===== src/rtl/brick_pkg.sv =====
// Shared definitions for the brick field: geometry, widths, the redraw entry
// layout, the controller state type and small coordinate-to-cell helpers.
package brick_pkg;

    localparam int unsigned BRICK_W_LOG2 = 5;   // brick width 32 px
    localparam int unsigned BRICK_H_LOG2 = 3;   // brick height 8 px
    localparam int unsigned COLS         = 10;
    localparam int unsigned ROWS         = 8;
    localparam int unsigned CELLS        = ROWS * COLS;
    localparam int unsigned COORD_W      = 10;
    localparam int unsigned HEALTH_W     = 2;
    localparam int unsigned IDX_W        = $clog2(CELLS);

    typedef logic [COORD_W-1:0]  coord_t;
    typedef logic [HEALTH_W-1:0] health_t;
    typedef logic [IDX_W-1:0]    idx_t;

    typedef struct packed {
        coord_t  x;
        coord_t  y;
        health_t health;
    } redraw_t;

    typedef enum logic {S_INIT, S_RUN} state_t;

    function automatic logic in_field(input coord_t x, input coord_t y);
        return (32'(x >> BRICK_W_LOG2) < COLS) && (32'(y >> BRICK_H_LOG2) < ROWS);
    endfunction

    // Only meaningful when in_field() holds for the same coordinate.
    function automatic idx_t cell_idx(input coord_t x, input coord_t y);
        int unsigned i;
        i = 32'(y >> BRICK_H_LOG2) * COLS + 32'(x >> BRICK_W_LOG2);
        return idx_t'(i);
    endfunction

    function automatic coord_t origin_x(input coord_t x);
        return (x >> BRICK_W_LOG2) << BRICK_W_LOG2;
    endfunction

    function automatic coord_t origin_y(input coord_t y);
        return (y >> BRICK_H_LOG2) << BRICK_H_LOG2;
    endfunction

endpackage


===== src/rtl/brick_redraw_fifo.sv =====
// Redraw request queue with two push ports per cycle and drop-on-full.
// Ports:
//   clk, resetn          clock, synchronous active-low reset
//   push1/data1          first push (always takes the first free slot)
//   push2/data2          second push, stored behind data1 when both push
//   valid/head/ready     valid/ready read side; head stable until popped
//   overflow             sticky, set when any push found no free slot
module brick_redraw_fifo import brick_pkg::*; #(
    parameter int unsigned DEPTH = 4
) (
    input  logic    clk,
    input  logic    resetn,
    input  logic    push1,
    input  redraw_t data1,
    input  logic    push2,
    input  redraw_t data2,
    output logic    valid,
    output redraw_t head,
    input  logic    ready,
    output logic    overflow
);

    localparam int unsigned PTR_W = $clog2(DEPTH);
    typedef logic [PTR_W-1:0] ptr_t;
    typedef logic [PTR_W:0]   cnt_t;

    redraw_t mem [DEPTH];
    ptr_t    rd_ptr;
    ptr_t    wr_ptr;
    cnt_t    count;

    logic pop;
    cnt_t free;
    logic acc1;
    logic acc2;

    assign valid = (count != '0);
    assign head  = mem[rd_ptr];

    always_comb begin
        pop  = valid && ready;
        // Slots freed by this cycle's pop are usable by this cycle's pushes.
        free = cnt_t'(DEPTH) - count + cnt_t'(pop);
        acc1 = push1 && (free != '0);
        acc2 = push2 && (acc1 ? (free >= cnt_t'(2)) : (free != '0));
    end

    always_ff @(posedge clk) begin
        if (!resetn) begin
            rd_ptr   <= '0;
            wr_ptr   <= '0;
            count    <= '0;
            overflow <= 1'b0;
        end else begin
            if (acc1) mem[wr_ptr] <= data1;
            if (acc2) mem[wr_ptr + ptr_t'(acc1)] <= data2;
            wr_ptr <= wr_ptr + ptr_t'(acc1) + ptr_t'(acc2);
            rd_ptr <= rd_ptr + ptr_t'(pop);
            count  <= count - cnt_t'(pop) + cnt_t'(acc1) + cnt_t'(acc2);
            if ((push1 && !acc1) || (push2 && !acc2)) overflow <= 1'b1;
        end
    end

endmodule


===== src/rtl/brick_map.sv =====
// Brick-field store: answers ball probes with the containing cell's origin
// and health (1-cycle latency), applies hits, counts remaining bricks and
// queues redraw requests for the VGA drawer.
// Optional macro BRICK_SCORE_EN enables the saturating score counter;
// otherwise score is tied to 0.
// Ports:
//   clk, resetn                     clock, synchronous active-low reset
//   memx/memy -> brickx/bricky/health   registered probe lookup
//   collided_k, col_xk, col_yk      hit reports (k = 1, 2; port 1 has priority)
//   ready                           field initialised
//   draw_valid/x/y/health, draw_ready   redraw queue read side
//   bricks_left, all_cleared, overflow, score   status
module brick_map import brick_pkg::*; #(
    parameter logic [1:0]  INIT_HEALTH = 2'd3,
    parameter int unsigned FIFO_DEPTH  = 4
) (
    input  logic        clk,
    input  logic        resetn,
    input  logic [9:0]  memx,
    input  logic [9:0]  memy,
    output logic [9:0]  brickx,
    output logic [9:0]  bricky,
    output logic [1:0]  health,
    input  logic        collided_1,
    input  logic [9:0]  col_x1,
    input  logic [9:0]  col_y1,
    input  logic        collided_2,
    input  logic [9:0]  col_x2,
    input  logic [9:0]  col_y2,
    output logic        ready,
    output logic        draw_valid,
    output logic [9:0]  draw_x,
    output logic [9:0]  draw_y,
    output logic [1:0]  draw_health,
    input  logic        draw_ready,
    output logic [6:0]  bricks_left,
    output logic        all_cleared,
    output logic        overflow,
    output logic [15:0] score
);

    state_t  state;
    idx_t    idx;
    health_t cells [CELLS];

    logic    in1, in2, inp;
    idx_t    i1, i2, ip;
    health_t h1, h2, new1, new2;
    logic    acc1, acc2, same_cell, zero1, zero2;
    logic [1:0] zeros;
    redraw_t e1, e2, head;

    always_comb begin
        in1  = in_field(col_x1, col_y1);
        in2  = in_field(col_x2, col_y2);
        inp  = in_field(memx, memy);
        i1   = in1 ? cell_idx(col_x1, col_y1) : '0;
        i2   = in2 ? cell_idx(col_x2, col_y2) : '0;
        ip   = inp ? cell_idx(memx, memy) : '0;
        h1   = cells[i1];
        h2   = cells[i2];
        new1 = h1 - 2'd1;
        new2 = h2 - 2'd1;
        same_cell = in1 && in2 && (i1 == i2);
        acc1 = (state == S_RUN) && collided_1 && in1 && (h1 != '0);
        // A same-cell double hit is serviced by port 1 alone.
        acc2 = (state == S_RUN) && collided_2 && in2 && (h2 != '0)
               && !(collided_1 && same_cell);
        zero1 = acc1 && (new1 == '0);
        zero2 = acc2 && (new2 == '0);
        zeros = {1'b0, zero1} + {1'b0, zero2};
        e1 = '{x: origin_x(col_x1), y: origin_y(col_y1), health: new1};
        e2 = '{x: origin_x(col_x2), y: origin_y(col_y2), health: new2};
    end

    always_ff @(posedge clk) begin
        if (!resetn) begin
            state       <= S_INIT;
            idx         <= '0;
            brickx      <= '0;
            bricky      <= '0;
            health      <= '0;
            bricks_left <= '0;
        end else begin
            brickx <= origin_x(memx);
            bricky <= origin_y(memy);
            // Reads the pre-hit value, so a same-edge hit is not visible yet.
            health <= (state == S_RUN && inp) ? cells[ip] : '0;
            case (state)
                S_INIT: begin
                    cells[idx] <= INIT_HEALTH;
                    idx        <= idx + idx_t'(1);
                    if (idx == idx_t'(CELLS - 1)) begin
                        state       <= S_RUN;
                        bricks_left <= 7'(CELLS);
                    end
                end
                S_RUN: begin
                    if (acc1) cells[i1] <= new1;
                    if (acc2) cells[i2] <= new2;
                    bricks_left <= (bricks_left >= 7'(zeros)) ? bricks_left - 7'(zeros) : '0;
                end
                default: state <= S_INIT;
            endcase
        end
    end

    assign ready       = (state == S_RUN);
    assign all_cleared = ready && (bricks_left == '0);

    brick_redraw_fifo #(
        .DEPTH (FIFO_DEPTH)
    ) u_fifo (
        .clk      (clk),
        .resetn   (resetn),
        .push1    (acc1),
        .data1    (e1),
        .push2    (acc2),
        .data2    (e2),
        .valid    (draw_valid),
        .head     (head),
        .ready    (draw_ready),
        .overflow (overflow)
    );

    assign draw_x      = head.x;
    assign draw_y      = head.y;
    assign draw_health = head.health;

`ifdef BRICK_SCORE_EN
    logic [3:0]  score_inc;
    logic [16:0] score_sum;

    always_comb begin
        score_inc = (acc1 ? (zero1 ? 4'd5 : 4'd1) : 4'd0)
                  + (acc2 ? (zero2 ? 4'd5 : 4'd1) : 4'd0);
        score_sum = {1'b0, score} + 17'(score_inc);
    end

    always_ff @(posedge clk) begin
        if (!resetn) score <= '0;
        else         score <= score_sum[16] ? 16'hFFFF : score_sum[15:0];
    end
`else
    assign score = '0;
`endif

endmodule


===== config.mk =====
export PLATFORM = sky130hd
export DESIGN_NAME = brick_map
export DESIGN_NICKNAME = d
export VERILOG_FILES = /design/src/rtl/brick_pkg.sv /design/src/rtl/brick_redraw_fifo.sv /design/src/rtl/brick_map.sv
export SDC_FILE = /design/constraint.sdc
export NUM_CORES = 1
export LEC_CHECK = 0
export CORE_MARGIN = 5
export CORE_UTILIZATION = 60
export CTS_CLUSTER_SIZE = 30
export DETAILED_ROUTE_END_ITERATION = 8
export PLACE_DENSITY = 0.8
export SYNTH_ARGS = -nofsm -noshare
export SYNTH_HDL_FRONTEND = slang
export SYNTH_SLANG_ARGS = --single-unit

===== constraint.sdc =====
create_clock -name clk -period 10.7 [get_ports clk]
set_clock_uncertainty 0.05 [all_clocks]
set_input_delay 3.21 -clock clk [delete_from_list [all_inputs] [get_ports clk]]
set_output_delay 3.21 -clock clk [all_outputs]
set_load 0.02 [all_outputs]

; Yosys cells after proc, flatten, opt, wreduce, memory -nomap -nowiden
; Memories as Yosys holds them, arrays and structs flattened. A register that Yosys moved wholly into a read port is not among the register bits.
; Cells that the tools add are included.
[classes]
multipliers = 3
bitwise = 1
n_lt_le_gt_ge = 8
n_mux = 30
reduce_logical = 36
addsub = 16
n_eq_ne = 3
[ops]
columns = cell, count
row1 = $mux W7, 6
row2 = $logic_and A1 B1 Y1, 22
row3 = $add A7 B5 Y7, 3
row4 = $lt A7 B4 Y1 const B, 3
row5 = $mul A7 B3 Y6 const B, 3
row6 = $mux W1, 21
row7 = $lt A5 B4 Y1 const B, 3
row8 = $pmux W7 S2, 1
row9 = $add A3 B1 Y3, 3
row10 = $add A7 B1 Y7 const B, 1
row11 = $eq A7 B7 Y1, 1
row12 = $eq A7 B7 Y1 const B, 1
row13 = $ge A7 B2 Y1, 1
row14 = $logic_not A7 Y1, 1
row15 = $sub A7 B2 Y7, 1
row16 = $add A2 B1 Y2, 3
row17 = $reduce_bool A3 Y1, 2
row18 = $logic_not A1 Y1, 4
row19 = $logic_not A2 Y1, 2
row20 = $mux W2, 2
row21 = $reduce_bool A2 Y1, 2
row22 = $sub A2 B1 Y2 const B, 2
row23 = $ge A3 B2 Y1 const B, 1
row24 = $sub A3 B1 Y3, 1
row25 = other kinds (7), 7
[word_totals]
input_bits = 65
memories = 2
out_inout_bits = 71
regBits = 43
ramBits = 216
wordCells = 110
[memory_table]
columns = name, words, word_bits, read_ports, rd_clocked_by_memory_dff, wr, line
row1 = cells, 80, 2, 3, 1, 2, brick_map.sv:44  ; health_t cells [CELLS];
row2 = u_fifo.mem, 4, 14, 1, 1, 2, brick_redraw_fifo.sv:27  ; redraw_t mem [DEPTH];

; Depth between registers and ports, before layout
[logic_depth]
ltp_word = 13
mapped_depth = 29
ltp_nobuf = 26

; Cells and area by module
; A second synthesis with hierarchy kept.
[hier_totals]
hier_cells = 1812
area_unflattened_um2 = 19925.4
[by_module_without_submodules]
columns = module, instances, area_per_inst_um2, seq_area_each_um2, cells_per_inst
row1 = brick_map, 1, 15061.9, 5385.2, 1540
row2 = brick_redraw_fifo, 1, 4863.4, 2802.7, 272

; Least setup slack after synthesis
; OpenSTA, ideal clock, no wires.
[synth_timing]
path_type = input -> register
start = input col_x2[6]
end = register bricks_left[6]
setup_slack_ns = 1.609
path_stages = 27
path_buffers = 5
setup_time_ns = 0.116
required_ns = 10.534
t_arrival_ns = 8.925
cell_sequence = ha_1 inv_1 fa_1 clkbuf_1 clkbuf_1 nor3_1 o311ai_0 o221ai_1 o31ai_1 o211ai_1 buf_2 nor2_1 inv_1 ha_1 nor3_1 clkbuf_1 clkbuf_1 and3_1 ha_1 ha_1 inv_1 fa_1 or3_1 or3_1 o21ai_0 nand2_1 o211a_1
[synth_via]
elab_chain_len = 13
elab_cells_between_ends = 22
cone_classes = add/sub: 4 / order compare: 2 / eq/ne: 1 / mux: 3 / reduce/logical: 11 / memory: 1
[synth_rtl]
columns = item, line
row1 = from (decl), brick_map.sv:28  ; input logic [9:0] col_x2,
row2 = "parallel branches: the longest is 8 deep, another holds $add A7 B5 Y7", --
row3 = $logic_and A1 B1 Y1 (*), brick_map.sv:70  ; zero2 = acc2 && (new2 == '0);
row4 = $add A1 B1 Y2 (*), brick_map.sv:71  ; zeros = {1'b0, zero1} + {1'b0, zero2};
row5 = $sub A7 B2 Y7 / $ge A7 B2 Y1 (equally long branches), brick_map.sv:101  ; bricks_left <= (bricks_left >= 7'(zeros)) ? bricks_left - 7'(zeros) : '0;
row6 = $mux W7 (*), brick_map.sv:101
row7 = $pmux W7 S2 (*), brick_map.sv:89  ; case (state)
row8 = to (signal assigned), brick_map.sv:95  ; bricks_left <= 7'(CELLS);
row9 = to (signal assigned), brick_map.sv:101
row10 = to (decl), brick_map.sv:36  ; output logic [6:0] bricks_left,
; Every way passes the cells marked *.
; A chain may end at the register's enable or synchronous reset.

; Worst setup path after layout
[layout_timing]
start = input col_y2[3]
end = register bricks_left[6]
[layout_via]
elab_chain_len = 13
elab_cells_between_ends = 23
cone_classes = add/sub: 4 / mul: 1 / order compare: 2 / eq/ne: 1 / mux: 3 / reduce/logical: 11 / memory: 1
[layout_rtl]
columns = item, line
row1 = from (decl), brick_map.sv:29  ; input logic [9:0] col_y2,
row2 = "parallel branches: the longest is 8 deep, another holds $mul A7 B3 Y6", --
row3 = $logic_and A1 B1 Y1 (*), brick_map.sv:70
row4 = $add A1 B1 Y2 (*), brick_map.sv:71
row5 = $sub A7 B2 Y7 / $ge A7 B2 Y1 (equally long branches), brick_map.sv:101
row6 = $mux W7 (*), brick_map.sv:101
row7 = $pmux W7 S2 (*), brick_map.sv:89
; Marked as above.

==> impl_metrics.py <==
metrics = {
    "worst_setup_path": {
        "cpPeakStageDelay_ns": 0.68,
        "crit_path_frequent_cell": "ha_1",
        "critPathLaunchType": "input pin",
        "path_buf_inv": 6,
        "critPathSlowestCell": "fa_1",
        "crit_required_ns": 11.12,
        "cp_max_fo": 11,
        "r2r_cells": 21,
        "crit_type": "in -> reg",
        "critPathCaptureType": "register",
        "cp.depth": 26,
        "worstPathArrival_ns": 10.00,
        "path_delay_family": "simple AND/OR/NAND/NOR gates",
    },
    "floorplan": {
        "die-area_mm2": 0.03480,
        "start_util": 0.6098,
        "fp.dieH_um": 186.6,
        "num_rows": 64,
        "io_pins": 136,
        "die_w_um": 186.6,
        "core_area_mm2": 0.03067,
    },
    "detailed_routing": {
        "drt-total-wl_mm": 76.75,
        "routedWlPerCell_um": 31.73,
        "dr.pass1.iters": 8,
        "drc": 0,
        "vias": 18440,
        "first_iter_violations": 3273,
        "routed_via_density": 7.623,
        "ant_nets": 0,
    },
    "global_routing": {
        "grt_usage": 0.4175,
        "antenna_found_initial": 1,
        "grt_pass1_vias": 17450,
        "grt_pass1_wl_mm": 112.2,
        "grt_start_max_net_pins": 85,
        "grt.overflow.total": 0,
    },
    "worst_hold_path": {
        "hold_depth": 2,
        "hold_path.class": "reg -> reg",
    },
    "synth": {
        "ys_warn_count": 0,
        "synthArstFlopShare": 0,
        "syn_area_mm2": 0.01870,
        "ys_types": 81,
        "syn_avg_cell_area_um2": 9.586,
        "synth-seq-area-share": 0.3864,
        "synth_cells": 1951,
        "synth_edf_count": 216,
        "synth_area_leaders": "edfxtp_1 (35%), mux2_2 (6.8%), mux4_2 (4.1%)",
        "ys_seq_elements": 253,
        "synth_top_area_cell": "edfxtp_1",
        "synth_top_area_share": 0.3468,
        "synth-main-ff-cell": "edfxtp_1",
    },
    "placement": {
        "place_congestion": 1.121,
        "dp_worst_setup_slack_ns": 0.8268,
        "dp_cells": 2367,
        "place_hpwl_mm": 52.18,
        "portBuffers": 79,
    },
    "finish": {
        "area_delta_synth_final_pct": 11.82,
        "drive_above_1_share": 0.1638,
        "instances_no_fill": 2419,
        "final_nets": 2114,
    },
    "cts": {
        "postCtsSetupRepairBufs": 0,
        "htreeDepth": 1,
        "clk_latency_ns": 0.58,
        "cts_buffers": 27,
        "cts_buffer_depth": 3,
        "cts_tree": "yes",
        "post_cts_resize_count": 0,
        "cts.sinks": 253,
        "clkSlewWorstSetupHoldPaths_ns": 0.06,
        "cts_root_buf": "clkbuf_16",
        "cts_hold_buf": 0,
    },
    "timing": {
        "period_share": 0.8953,
        "relSlewSlack": 0.1135,
        "whs_ns": 0.4801,
        "worst_slack_ns": 1.120,
        "hold_violations": 0,
        "rsz0062_at_grt": "no",
        "setup_tns_ns": 0,
        "worst_pin_slew_ns": 1.296,
        "max_freq_ghz": 0.1044,
        "setup_viol": 0,
        "min_period_ns": 9.580,
        "slew_violations": 0,
    },
    "power": {
        "finalPower_mw": 2.558,
        "power_leakage_nw": 7.094,
        "p_per_area_mw_per_mm2": 122.3,
        "vdd_drop_max_mv": 0.1206,
    },
    "run": {
        "maxCapViolCount": 0,
    },
    "status": {
        "run_status": "finished clean",
    },
}
[layer usage]
| metal | vias to the layer above | GRT usage | routed length (µm) |
|---|---|---|---|
| li1 | 7571 | - | - |
| met4 | 2 | 0.2309 | 5768 |
| met3 | 386 | 0.1390 | 11800 |
| met1 | 8761 | 0.5413 | 26560 |
| met5 | - | 0 | 17 |
| met2 | 1721 | 0.6188 | 32610 |
[registers in the layout (all words and copies together), names as in the netlist, 2 cells and up]
register / count
cells: 160
u_fifo.rd_ptr: 2
idx: 7
u_fifo.mem: 56
bricks_left: 7
bricky: 7
brickx: 5
health: 2
u_fifo.wr_ptr: 2
u_fifo.count: 3
[layout make-up]
type                            count  area, µm²
Sequential cell                   253       7227
Inverter                           44      165.2
Tap cell                          396      495.5
Multi-Input combinational cell   1494      10600
Fill cell                        2369       9756
Antenna cell                        2      5.005
Timing Repair Buffer              180       1577
Clock buffer                       39      767.0
Clock inverter                     11      82.58
[cell usage after synthesis, drive strengths merged, types with 6 or more instances]
| cell type | instances |
|---|---|
| edfxtp | 216 |
| nand2 | 165 |
| mux2 | 121 |
| o21ai | 120 |
| clkbuf | 112 |
| nand3 | 110 |
| nor2 | 110 |
| a21oi | 79 |
| buf | 79 |
| nor3 | 75 |
| a31oi | 68 |
| mux2i | 57 |
| nor4 | 55 |
| and2 | 50 |
| inv | 43 |
| ha | 40 |
| dfxtp | 37 |
| mux4 | 34 |
| nor2b | 32 |
| or3 | 29 |
| a41oi | 25 |
| nand4 | 24 |
| xnor2 | 24 |
| o22ai | 23 |
| a211oi | 16 |
| a222oi | 16 |
| nand2b | 11 |
| xor2 | 11 |
| a221oi | 9 |
| fa | 9 |
| o221ai | 9 |
| o311ai | 9 |
| o211ai | 8 |
| o311a | 8 |
| o31ai | 8 |
| a2111oi | 7 |
| a21o | 7 |
| or2 | 7 |
| a221o | 6 |
| a22oi | 6 |
| nand3b | 6 |
| nor3b | 6 |
| o21a | 6 |
[worst min-delay path, delay by kind of cell, from the launching register on]
family | cells | cell delay (ns)
DFF | 1 | 0.31
AOI/OAI and AO/OA | 2 | 0.17
[logic make-up after synthesis]
group | after synthesis | synth area share
compound gates | 469 | 0.1685
xor+xnor | 35 | 0.01639
fa+ha+maj | 49 | 0.03639
buf+inv | 235 | 0.05686
flops | 253 | 0.3864
mux | 212 | 0.1443
other cells | 1 | 0.0002005
simple gates | 697 | 0.1910
[report_power, final]
group	internal (mW)	leakage [nW]	total [mW]	switching (mW)
clock	0.520	0.425	0.923	0.403
sequential	1.07	2.64	1.10	0.0255
combinational	0.211	4.03	0.540	0.329
[cell usage in the layout, fill, tap and decap left out, types with 57 or more instances in the layout]
cell type | netlist | routed
o21ai_0 | 118 | 117
nor2_1 | 110 | 108
a21oi_1 | 79 | 79
mux2_2 | 113 | 113
mux2i_1 | 57 | 57
nand2_1 | 164 | 164
a31oi_1 | 68 | 67
edfxtp_1 | 216 | 216
clkdlybuf4s50_1 | 0 | 77
nand3_1 | 108 | 108
nor3_1 | 72 | 70
buf_4 | 36 | 98
[through the flow]
| step | area [µm²] | util |
|---|---|---|
| final | 20910 | 0.6819 |
| after global routing | 20910 | 0.6817 |
| after CTS | 20910 | 0.6817 |
| after detailed placement | 20060 | 0.6540 |
| after global placement | 20060 | 0.6540 |
| after floorplan | 18820 | - |
[final timing paths]
kind / startpoint / end / slack [ns]
worst min-delay path: u_fifo.overflow / u_fifo.overflow / 0.48
worst min register to register: u_fifo.overflow / u_fifo.overflow / 0.48
worst max register to register: cells[46][0] / bricks_left[6] / 5.27
worst max-delay path: col_y2[3] / bricks_left[6] / 1.12
No activity file was read; power rests on OpenSTA's default activity.
